==> config.mk <==
export PLATFORM = sky130hd
export DESIGN_NAME = exmem_stage
export DESIGN_NICKNAME = d
export VERILOG_FILES = /design/src/rtl/exmem_stage.sv
export SDC_FILE = /design/constraint.sdc
export NUM_CORES = 1
export LEC_CHECK = 0
export BUFFER_PORTS_ARGS = -buffer_cell sky130_fd_sc_hd__clkbuf_2
export CAP_MARGIN = 20
export CORE_ASPECT_RATIO = 1.25
export CORE_UTILIZATION = 49
export DETAILED_ROUTE_END_ITERATION = 6
export GPL_TIMING_DRIVEN = 1
export PLACE_DENSITY = 0.95
export SYNTH_ARGS = -nofsm -noshare
export SYNTH_HDL_FRONTEND = slang
export SYNTH_SLANG_ARGS = --single-unit
export TNS_END_PERCENT = 10
==> constraint.sdc <==
create_clock -name clk -period 4.1 [get_ports clk]
set_clock_uncertainty 0.1 [all_clocks]
set_input_delay 0.205 -clock clk [delete_from_list [all_inputs] [get_ports clk]]
set_output_delay 0.205 -clock clk [all_outputs]
set_load 0.03 [all_outputs]
==> src/rtl/exmem_stage.sv <==
// EX/MEM pipeline register with valid/ready handshake, branch/jump resolution
// and a two-cycle front-end flush after every taken control transfer.
// All state updates on the falling edge of clk; rst_n is asynchronous.
// Optional feature: define TAKEN_CNT_EN to add a 16-bit taken-transfer counter.
module exmem_stage (
    input  logic        clk,
    input  logic        rst_n,
    input  logic        in_valid,
    output logic        in_ready,
    input  logic        RegWrtIn,
    input  logic        memToRegIn,
    input  logic        PCtoRegIn,
    input  logic        memReadIn,
    input  logic        memWriteIn,
    input  logic        BranchNIn,
    input  logic        BranchZIn,
    input  logic        JumpIn,
    input  logic        JumpMemIn,
    input  logic [31:0] aluResIn,
    input  logic        aluNIn,
    input  logic        aluZIn,
    input  logic [31:0] XrtIn,
    input  logic [31:0] PC_YIn,
    input  logic [5:0]  rdIn,
    output logic        out_valid,
    input  logic        out_ready,
    output logic        RegWrtOut,
    output logic        memToRegOut,
    output logic        PCtoRegOut,
    output logic        memReadOut,
    output logic        memWriteOut,
    output logic [31:0] aluResOut,
    output logic [31:0] XrtOut,
    output logic [5:0]  rdOut,
    output logic        pc_redirect,
    output logic [31:0] pc_target,
`ifdef TAKEN_CNT_EN
    output logic [15:0] taken_cnt,
`endif
    output logic        flush
);

    localparam int unsigned XLEN = 32;
    localparam int unsigned RW   = 6;
    localparam int unsigned CTW  = 5;

    localparam logic [1:0] S_EMPTY = 2'd0;
    localparam logic [1:0] S_FULL  = 2'd1;
    localparam logic [1:0] S_FLUSH = 2'd2;

    logic [1:0]      state_q, state_d;
    logic            flush_cnt_q, flush_cnt_d;
    logic            out_valid_q, out_valid_d;
    logic            pc_redirect_q, pc_redirect_d;
    logic            flush_q, flush_d;
    logic [XLEN-1:0] pc_target_q, pc_target_d;

    logic [CTW-1:0]  ctrl_q;
    logic [XLEN-1:0] alu_res_q;
    logic [XLEN-1:0] xrt_q;
    logic [RW-1:0]   rd_q;

    logic accept_c;
    logic consume_c;
    logic taken_c;

    // Handshake: accept only from EMPTY, or from FULL when the slot drains this edge
    assign in_ready  = (state_q == S_EMPTY) | ((state_q == S_FULL) & out_ready);
    assign accept_c  = in_valid & in_ready;
    assign consume_c = out_valid_q & out_ready;
    assign taken_c   = accept_c & (JumpIn | JumpMemIn | (BranchNIn & aluNIn) | (BranchZIn & aluZIn));

    // Next-state, valid tracking, redirect and flush sequencing
    always_comb begin
        state_d       = state_q;
        flush_cnt_d   = flush_cnt_q;
        out_valid_d   = out_valid_q;
        pc_redirect_d = 1'b0;
        pc_target_d   = pc_target_q;

        if (accept_c) begin
            out_valid_d = 1'b1;
        end else if (consume_c) begin
            out_valid_d = 1'b0;
        end

        case (state_q)
            S_EMPTY, S_FULL: begin
                if (taken_c) begin
                    state_d       = S_FLUSH;
                    flush_cnt_d   = 1'b0;
                    pc_redirect_d = 1'b1;
                    pc_target_d   = JumpMemIn ? aluResIn : PC_YIn;
                end else if (accept_c) begin
                    state_d = S_FULL;
                end else if (consume_c) begin
                    state_d = S_EMPTY;
                end
            end
            S_FLUSH: begin
                // Second flush cycle ends the window; the slot may have drained meanwhile
                if (flush_cnt_q) begin
                    flush_cnt_d = 1'b0;
                    state_d     = out_valid_d ? S_FULL : S_EMPTY;
                end else begin
                    flush_cnt_d = 1'b1;
                end
            end
            default: begin
                state_d     = S_EMPTY;
                flush_cnt_d = 1'b0;
            end
        endcase

        flush_d = (state_d == S_FLUSH);
    end

    // Control state register
    always_ff @(negedge clk or negedge rst_n) begin
        if (!rst_n) begin
            state_q       <= S_EMPTY;
            flush_cnt_q   <= 1'b0;
            out_valid_q   <= 1'b0;
            pc_redirect_q <= 1'b0;
            flush_q       <= 1'b0;
            pc_target_q   <= '0;
        end else begin
            state_q       <= state_d;
            flush_cnt_q   <= flush_cnt_d;
            out_valid_q   <= out_valid_d;
            pc_redirect_q <= pc_redirect_d;
            flush_q       <= flush_d;
            pc_target_q   <= pc_target_d;
        end
    end

    // Payload register: loads only on accept, otherwise holds
    always_ff @(negedge clk or negedge rst_n) begin
        if (!rst_n) begin
            ctrl_q    <= '0;
            alu_res_q <= '0;
            xrt_q     <= '0;
            rd_q      <= '0;
        end else if (accept_c) begin
            ctrl_q    <= {RegWrtIn, memToRegIn, PCtoRegIn, memReadIn, memWriteIn};
            alu_res_q <= aluResIn;
            xrt_q     <= XrtIn;
            rd_q      <= rdIn;
        end
    end

`ifdef TAKEN_CNT_EN
    localparam int unsigned CNTW = 16;
    logic [CNTW-1:0] taken_cnt_q;

    // Count taken transfers, wrapping at the counter width
    always_ff @(negedge clk or negedge rst_n) begin
        if (!rst_n) begin
            taken_cnt_q <= '0;
        end else if (taken_c) begin
            taken_cnt_q <= taken_cnt_q + CNTW'(1);
        end
    end

    assign taken_cnt = taken_cnt_q;
`endif

    assign out_valid   = out_valid_q;
    assign pc_redirect = pc_redirect_q;
    assign pc_target   = pc_target_q;
    assign flush       = flush_q;
    assign {RegWrtOut, memToRegOut, PCtoRegOut, memReadOut, memWriteOut} = ctrl_q;
    assign aluResOut   = alu_res_q;
    assign XrtOut      = xrt_q;
    assign rdOut       = rd_q;

endmodule
==> flow_summary.yaml, run 1 <==
status:
  status: "complete, no violations"
critical_path:
  crit_chain: "nor2b_1, nor2_1, clkbuf_2"
  cp_data_required_time_ns: 3.80
  r2r_end: "aluResOut[15]$_DFFE_NN0P_"
  crit_arrival_ns: 3.53
  r2r_setup_slack_ns: 2.15
  path_buf_inv: 1
  slowest_delay_ns: 0.42
  path_class: "reg -> out"
  endpoint_kind: "output port"
  cpLargestDelayFamily: "simple AND/OR/NAND/NOR gates"
  crit_slowest_cell: "dfrtn_1"
  rr_worst_depth: 4
  r2r-start: "state_q[0]$_DFF_NN0_"
  cp-start-kind: "register"
  path_max_fanout: 4
timing:
  finalMaxSlewViolations: 0
  finalHoldViolCount: 0
  setup_viol: 0
  rsz0062_at_grt: "no"
  slew_headroom: 0.6397
  tightest_slew_ns: 0.5404
  setup_tns_ns: 0
cts:
  htree_levels: 4
  hold_buffers: 0
  clk_pin_slew_worst_paths_ns: 0.04
  cts.path.max_buffers: 2
  clk_latency_ns: 0.38
  numCtsBuffers: 17
  cts_resized: 0
  tritoncts: "done"
  ctsRootBufferMaster: "clkbuf_16"
  post_cts_buffers: 0
  numClockSinks: 113
logic_synthesis:
  synth_top_cells_by_count: "mux2_2 (138), dfrtn_1 (113), buf_2 (8)"
  synthTopCellsByArea: "dfrtn_1 (61%), mux2_2 (34%), buf_2 (0.86%), buf_6 (0.73%), a2111oi_4 (0.59%)"
  synth_top_cell_by_area: "dfrtn_1"
  syn_area_sq_um: 4634
  synth_cell_types: 23
  synth_edf_count: 0
  yosysWarnings: 0
  synth.most_common_cell: "mux2_2"
  synth_top_area_frac: 0.6102
  syn-num-nets: 404
  synthArstFlopShare: 1.000
  synth.yosys.seq_area_share: 0.6102
  synthCells: 287
  syn_avg_cell_area_sq_um: 16.15
  ys_seq_elements: 113
  synthFlopType: "dfrtn_1"
placed_design:
  dp_hpwl_mm: 7.966
  io_buffers: 227
  gp_congestion: 0.7857
floorplanning:
  core_area_sq_um: 9174
  die_h_microns: 110.7
  die_area_sq_um: 9853
  io_pins: 228
  die_x_microns: 88.99
  initial_core_util: 0.5052
  num_rows: 39
global_route:
  antenna_found_initial: 0
  grt_pass1_wl_mm: 16.91
  grt-ovfl-total: 0
  grt_pass1_vias: 3698
  grt_max_degree: 61
  track_usage: 0.2298
route:
  drt_pre_antenna_iters: 6
  vias: 3288
  antenna_left: 0
  routed_wl_mm: 10.60
  vias_per_cell: 4.997
  drc: 0
  drt_iter0_drc: 122
  wire_per_inst_microns: 16.11
pwr:
  p_leak_nw: 3.180
  seq_power_share: 0.336
  swShare: 0.4138
  internal-power_mw: 3.565
  power.density_nw_per_um2: 939.1
  switching_power_mw: 2.517
  ir_drop_v: 0.0005133
  combPwrFrac: 0.449
  finalPower_mw: 6.082
  power_frac_clock: 0.215
layout:
  diodes: 0
  fillers: 659
  nNetsFinal: 643
  drive_above_1_share: 0.7551
  layout-area-overhead-vs-synth_pct: 39.74
hold_path:
  whs_endpoint: "state_q[1]$_DFF_NN0_"
  worstHoldPathType: "reg -> reg"
  hold_start: "flush_cnt_q$_DFFE_NN0P_"
  whs_path_depth: 1
job:
  max_cap_violations: 0
-- cell type report --
class	count	area (sq um)	share of cell area
Clock buffer	23	508.0	0.07844
Inverter	2	7.507	0.001159
Clock inverter	5	30.03	0.004637
Timing Repair Buffer	235	1236	0.1909
Multi-Input combinational cell	157	1713	0.2645
Sequential cell	113	2828	0.4366
Tap cell	123	153.9	0.02376
-- placed cells by master, fill, tap and decap left out, types with 2 or more instances in the layout --
| cell | count |
|---|---|
| clkinv_2 | 3 |
| mux2_2 | 138 |
| buf_4 | 6 |
| nand2_1 | 2 |
| buf_12 | 3 |
| clkinvlp_4 | 2 |
| inv_1 | 2 |
| o21bai_1 | 2 |
| clkbuf_2 | 226 |
| nand2b_1 | 2 |
| clkbuf_8 | 6 |
| dfrtn_1 | 113 |
| clkbuf_16 | 17 |
-- worst reg2reg max path: cells and delay by family, from the launching register on --
kind                   cells  cell delay [ns]
flip-flops                 1             0.42
buffers and inverters      1             0.22
multiplexers               1             0.39
AND/OR/NAND/NOR            2             0.67
-- power groups by stage --
| stage | sequential, mW | combinational (mW) | clock [mW] |
|---|---|---|---|
| after global placement | 2.02 | 2.68 | 0 |
| after detailed placement | 2.06 | 2.75 | 0 |
| after CTS | 2.05 | 2.76 | 1.34 |
| final | 2.04 | 2.73 | 1.31 |
| after global routing | 2.13 | 2.89 | 1.38 |
| after floorplan | 3.13 | 0.792 | 0 |
-- worst max-delay path by stage --
stage               slack (ns)                 start  cells past startpoint                         to
detailed placement        0.22             out_ready                      5  aluResOut[25]$_DFFE_NN0P_
finish                    0.26  state_q[0]$_DFF_NN0_                      3                   in_ready
global route              0.17  state_q[0]$_DFF_NN0_                      3                   in_ready
floorplan                 0.25             JumpMemIn                      5  pc_target[10]$_DFFE_NN0P_
CTS                       0.24  state_q[0]$_DFF_NN0_                      3                   in_ready
global placement          0.30             out_ready                      5   aluResOut[8]$_DFFE_NN0P_
-- registers in the layout (all words and copies together) (netlist names) --
| signal | count |
|---|---|
| pc_target | 32 |
| flush_cnt_q | 1 |
| rdOut | 6 |
| state_q | 2 |
| ctrl_q | 5 |
| aluResOut | 32 |
| XrtOut | 32 |
| pc_redirect | 1 |
| flush | 1 |
| out_valid | 1 |
-- logic make-up (layout without fill, tap and decap cells) --
group | count (synthesis) | count (layout) | synth area share
AOI/OAI and AO/OA | 8 | 8 | 0.01782
buffers and inverters | 17 | 265 | 0.02160
DFF | 113 | 113 | 0.6102
muxes | 139 | 139 | 0.3377
and+or+nand+nor | 10 | 10 | 0.01269
-- through the flow --
step	instances	cell area [sq um]	setup slack, ns	utilization	hold WS (ns)
after floorplan	287	4634	0.2469	-	0.3176
after global placement	630	5938	0.2983	0.6473	0.3329
after detailed placement	630	5938	0.2249	0.6473	0.3478
after CTS	658	6476	0.2371	0.7059	0.3481
after global routing	658	6476	0.1697	0.7059	0.3564
final	658	6476	0.2624	0.7059	0.3414
-- routing by layer --
layer | routed length, microns | track usage | vias to the layer above
li1 | - | - | 1505
met1 | 3910 | 0.2339 | 1611
met2 | 5810 | 0.4144 | 151
met3 | 655 | 0.06850 | 21
met4 | 223 | 0.1122 | 0
met5 | 0 | 0 | -
Note: power is estimated with default switching activity, not from simulation.
==> run 2, diff against run 1 <==
Settings changed: BUFFER_PORTS_ARGS -buffer_cell sky130_fd_sc_hd__clkbuf_2 to unset, CORE_UTILIZATION 49 to 60, DONT_BUFFER_PORTS set to 1, PLACE_DENSITY 0.95 to 0.87.
==> run 2 against run 1 <==
  * Core utilization is 0.33 points higher
  * Worst setup slack worse by 0.072 ns
  * Highest routed layer unchanged
  * Sequential cell count stayed put
  * Non-clock buffer count is 231 lower
  * Hold slack better by 0.021 ns
==> flow_summary.yaml, run 2 (same netlist as run 1, synthesis figures left out) <==
critical_path:
  crit_chain: "nor2b_1, nor2_1"
  cp-start-kind: "register"
  r2r_setup_slack_ns: 2.16
  r2r_end: "aluResOut[17]$_DFFE_NN0P_"
  path_buf_inv: 0
  path_max_fanout: 4
  cp_data_required_time_ns: 3.80
  endpoint_kind: "output port"
  path_class: "reg -> out"
  slowest_delay_ns: 0.43
  r2r-start: "state_q[0]$_DFF_NN0_"
  crit_slowest_cell: "nor2b_1"
  cpLargestDelayFamily: "simple AND/OR/NAND/NOR gates"
  rr_worst_depth: 4
  crit_arrival_ns: 3.61
  critical_path_depth: 2
route:
  drt_iter0_drc: 62
  vias_per_cell: 6.078
  wire_per_inst_microns: 22.81
  antenna_left: 0
  vias: 2425
  drc: 0
  routed_wl_mm: 9.101
  drt_pre_antenna_iters: 4
floorplanning:
  die_x_microns: 80.61
  core_area_sq_um: 7445
  die_h_microns: 100.3
  io_pins: 228
  initial_core_util: 0.6225
  die_area_sq_um: 8082
  num_rows: 35
layout:
  layout-area-overhead-vs-synth_pct: 13.93
  multi_input_area_sq_um: 1713
  drive_above_1_share: 0.5700
  utilization: 0.7092
  layout_common_cells: "mux2_2 (138), dfrtn_1 (113), clkbuf_16 (16), clkinv_2 (7)"
  final_common_cell: "mux2_2"
  fillers: 476
  seq_area_sq_um: 2828
  nNetsFinal: 412
  diodes: 0
  design_area_sq_um: 5280
hold_path:
  whs_endpoint: "flush$_DFF_NN0_"
  worstHoldPathType: "reg -> reg"
  hold_start: "flush_cnt_q$_DFFE_NN0P_"
  whs_path_depth: 1
status:
  status: "complete, no violations"
cts:
  ctsRootBufferMaster: "clkbuf_8"
  hold_buffers: 0
  clk_pin_slew_worst_paths_ns: 0.04
  cts.path.max_buffers: 2
  numClockSinks: 113
  tritoncts: "done"
  clk_latency_ns: 0.43
  htree_levels: 4
  cts_resized: 0
  numCtsBuffers: 17
  post_cts_buffers: 0
pwr:
  p_leak_nw: 2.219
  power.density_nw_per_um2: 1043
  ir_drop_v: 0.0005787
  finalPower_mw: 5.507
global_route:
  grt_pass1_vias: 2709
  grt_max_degree: 114
  antenna_found_initial: 0
  track_usage: 0.2334
  grt_pass1_wl_mm: 13.57
  grt-ovfl-total: 0
placed_design:
  io_buffers: 0
  place_area_sq_um: 4731
  gp_congestion: 0.7517
  dp_hpwl_mm: 6.329
timing:
  setup_viol: 0
  tightest_slew_ns: 0.5777
  finalHoldViolCount: 0
  finalMaxSlewViolations: 0
  setup_tns_ns: 0
  slew_headroom: 0.6134
  rsz0062_at_grt: "no"
job:
  max_cap_violations: 0
-- run 2: cell count changes in the layout (fill, tap and decap cells not counted), sizes merged --
cell	previous run	this run
clkinv	3	7
clkbuf	249	19
clkinvlp	2	3
buf	9	4
bufinv	0	2
-- run 2: cell type report --
cell class / count / area share
clock buffers: 19 / 0.08175
clock inverters: 12 / 0.02227
inverters: 2 / 0.001422
multi-input cells: 157 / 0.3244
flip-flops and latches: 113 / 0.5355
well taps: 92 / 0.02180
repair buffers: 4 / 0.01280
-- run 2: worst max-delay path by stage --
stage | startpoint | slack, ns | endpoint
final | state_q[0]$_DFF_NN0_ | 0.19 | in_ready
after CTS | state_q[0]$_DFF_NN0_ | 0.17 | in_ready
after detailed placement | out_ready | 0.35 | aluResOut[30]$_DFFE_NN0P_
after floorplan | JumpMemIn | 0.25 | pc_target[10]$_DFFE_NN0P_
after global placement | out_ready | 0.42 | aluResOut[10]$_DFFE_NN0P_
after global routing | state_q[0]$_DFF_NN0_ | 0.06 | in_ready
-- run 2: per-layer routing --
layer	GRT usage	wire length [microns]
met5	0	0
met2	0.3970	4839
met3	0.1282	1072
met4	0.1003	197
met1	0.2312	2991
-- run 2: report_power, final --
| group | switching [mW] | total [mW] | internal (mW) |
|---|---|---|---|
| clock | 0.481 | 1.35 | 0.866 |
| combinational | 0.315 | 0.898 | 0.583 |
| sequential | 1.55 | 3.26 | 1.72 |
| total | 2.34 | 5.51 | 3.16 |
-- run 2: per-stage QoR --
| step | hold slack (ns) | worst slack [ns] | instances |
|---|---|---|---|
| after floorplan | 0.3176 | 0.2469 | 287 |
| after global placement | 0.3431 | 0.4225 | 368 |
| after detailed placement | 0.3534 | 0.3481 | 368 |
| after CTS | 0.3610 | 0.1665 | 399 |
| after global routing | 0.3924 | 0.06165 | 399 |
| final | 0.3623 | 0.1900 | 399 |
-- run 2: worst reg2reg max path, delay by kind of cell, from the launching register on --
kind	cells	cell delay [ns]
buf+inv	1	0.22
flops	1	0.42
mux	1	0.38
simple gates	2	0.66
==> run 3, diff against run 2 <==
--- a/config.mk
+++ b/config.mk
@@ -9,2 +9,3 @@
 export CORE_ASPECT_RATIO = 1.25
+export CORE_MARGIN = 2
 export CORE_UTILIZATION = 60
==> constraint.sdc (replaced) <==
create_clock -name clk -period 4.1 [get_ports clk]
set_clock_uncertainty 0.1 [all_clocks]
set_input_delay 0.41 -clock clk [delete_from_list [all_inputs] [get_ports clk]]
set_output_delay 0.41 -clock clk [all_outputs]
set_load 0.03 [all_outputs]
==> run 3 against run 2 <==
  * Sequential cell count stayed put
  * Die area is 4.5% higher
  * Worst setup slack worse by 0.071 ns
  * Clock-buffer cell count is 1 higher
  * Core utilization is 1.4 points higher
  * Global-route usage is 0.46 points lower
  * Highest routed layer unchanged
  * Sequential share of layout area is 1.1 points lower
  * Power is 4.6% higher
  * Critical path depth is 2 higher
  * Sequential power hardly changed
  * Largest cell class unchanged
==> flow_summary.yaml, run 3 (same netlist as run 1, synthesis figures left out) <==
layout:
  final_common_cell: "mux2_2"
  design_area_sq_um: 5386
  diodes: 0
  layout_common_cells: "mux2_2 (138), dfrtn_1 (113), clkbuf_16 (16), bufinv_16 (5), buf_4 (4)"
  layout-area-overhead-vs-synth_pct: 16.23
  nNetsFinal: 414
  fin_cells: 402
  utilization: 0.7235
  drive_above_1_share: 0.5774
global_route:
  grt_max_degree: 114
  met3_usage: 0.1060
  grt_pass1_wl_mm: 13.95
  busiest_layer: "met2"
  grt-ovfl-total: 0
  met1_usage: 0.2251
  grt_pass1_vias: 2803
  antenna_found_initial: 0
  track_usage: 0.2288
  grtUsageMet2: 0.4069
critical_path:
  path_class: "reg -> out"
  rr_worst_depth: 3
  critical_path_depth: 4
  r2r_end: "aluResOut[9]$_DFFE_NN0P_"
  endpoint_kind: "output port"
  cp-start-kind: "register"
  cp_data_required_time_ns: 3.59
  path_max_fanout: 3
  crit_top_cell: "buf_4"
  path_buf_inv: 2
  endpoint: "in_ready"
  slowest_delay_ns: 0.43
  r2r-start: "state_q[1]$_DFF_NN0_"
  crit_chain: "nor2b_2, buf_4, nor2_1, buf_4"
  startpoint: "state_q[0]$_DFF_NN0_"
  cpLargestDelayFamily: "flip-flops"
  crit_slowest_cell: "dfrtn_1"
  crit_arrival_ns: 3.47
  r2r_setup_slack_ns: 2.25
pwr:
  power.density_nw_per_um2: 1070
  finalPower_mw: 5.762
  ir_drop_v: 0.0005952
  p_leak_nw: 2.267
floorplanning:
  core_area_sq_um: 7445
  die_area_sq_um: 8448
  initial_core_util: 0.6225
  num_rows: 35
  die_x_microns: 82.61
  io_pins: 228
  die_h_microns: 102.3
cts:
  tritoncts: "done"
  numCtsBuffers: 17
  htree_levels: 4
  post_cts_buffers: 0
  clk_latency_ns: 0.43
  cts.path.max_buffers: 2
  numClockSinks: 113
  hold_buffers: 0
  clk_pin_slew_worst_paths_ns: 0.04
  cts_resized: 0
  ctsRootBufferMaster: "clkbuf_8"
route:
  drt_iter0_drc: 84
  antenna_left: 0
  routed_wl_mm: 9.483
  vias_per_cell: 6.127
  drc: 0
  vias: 2463
  wire_per_inst_microns: 23.59
  drt_pre_antenna_iters: 4
placed_design:
  gp_congestion: 0.7678
  io_buffers: 0
  dp_cells: 370
  post-place-ws_ns: 0.2505
  dp_hpwl_mm: 6.603
  place_area_sq_um: 4733
timing:
  setup_tns_ns: 0
  slew_headroom: 0.6925
  setup_viol: 0
  whs_ns: 0.3398
  fin_ws_ns: 0.1185
  rsz0062_at_grt: "no"
  finalHoldViolCount: 0
  tightest_slew_ns: 0.4612
  finalMaxSlewViolations: 0
hold_path:
  worstHoldPathType: "reg -> reg"
  hold_start: "flush_cnt_q$_DFFE_NN0P_"
status:
  status: "complete, no violations"
job:
  max_cap_violations: 0
[run 3: cell count changes in the layout (fill, tap and decap cells not counted), moves of 3 or more]
cell	before	now
clkinv_2	7	1
buf_4	1	4
bufinv_16	2	5
clkinv_4	0	3
[run 3: area by class of cell]
type                    count  area [sq um]
well taps                  92         115.1
fillers                   465          2058
inverters                   2         7.507
multi-input cells         157          1715
flip-flops and latches    113          2828
repair buffers              6         70.07
clock buffers              20         445.4
clock inverters            12         205.2
[run 3: layer usage]
layer / wire length, microns / vias up
met5: 0 / -
met4: 145 / 0
met3: 1125 / 12
met2: 5164 / 165
met1: 3047 / 1229
li1: - / 1057
[run 3: power by group]
part           leakage (nW)  internal (mW)  total (mW)  switching [mW]
Sequential             1.33           1.72        3.27            1.56
Combinational         0.630          0.584       0.902           0.318
Clock                 0.312           1.08        1.59           0.503
[run 3: worst min-delay path by stage]
stage	endpoint	slack [ns]	cells after the start
2_1_floorplan	flush$_DFF_NN0_	0.32	1
3_3_place_gp	state_q[1]$_DFF_NN0_	0.34	1
3_5_place_dp	flush$_DFF_NN0_	0.35	1
4_1_cts	flush$_DFF_NN0_	0.34	1
5_1_grt	flush$_DFF_NN0_	0.37	1
6_report	flush$_DFF_NN0_	0.34	1
[run 3: worst reg2reg max path, stage by stage (launching register included)]
cell and delay (ns):
dfrtn_1 0.59, or3_1 0.18, buf_4 0.39, mux2_2 0.44
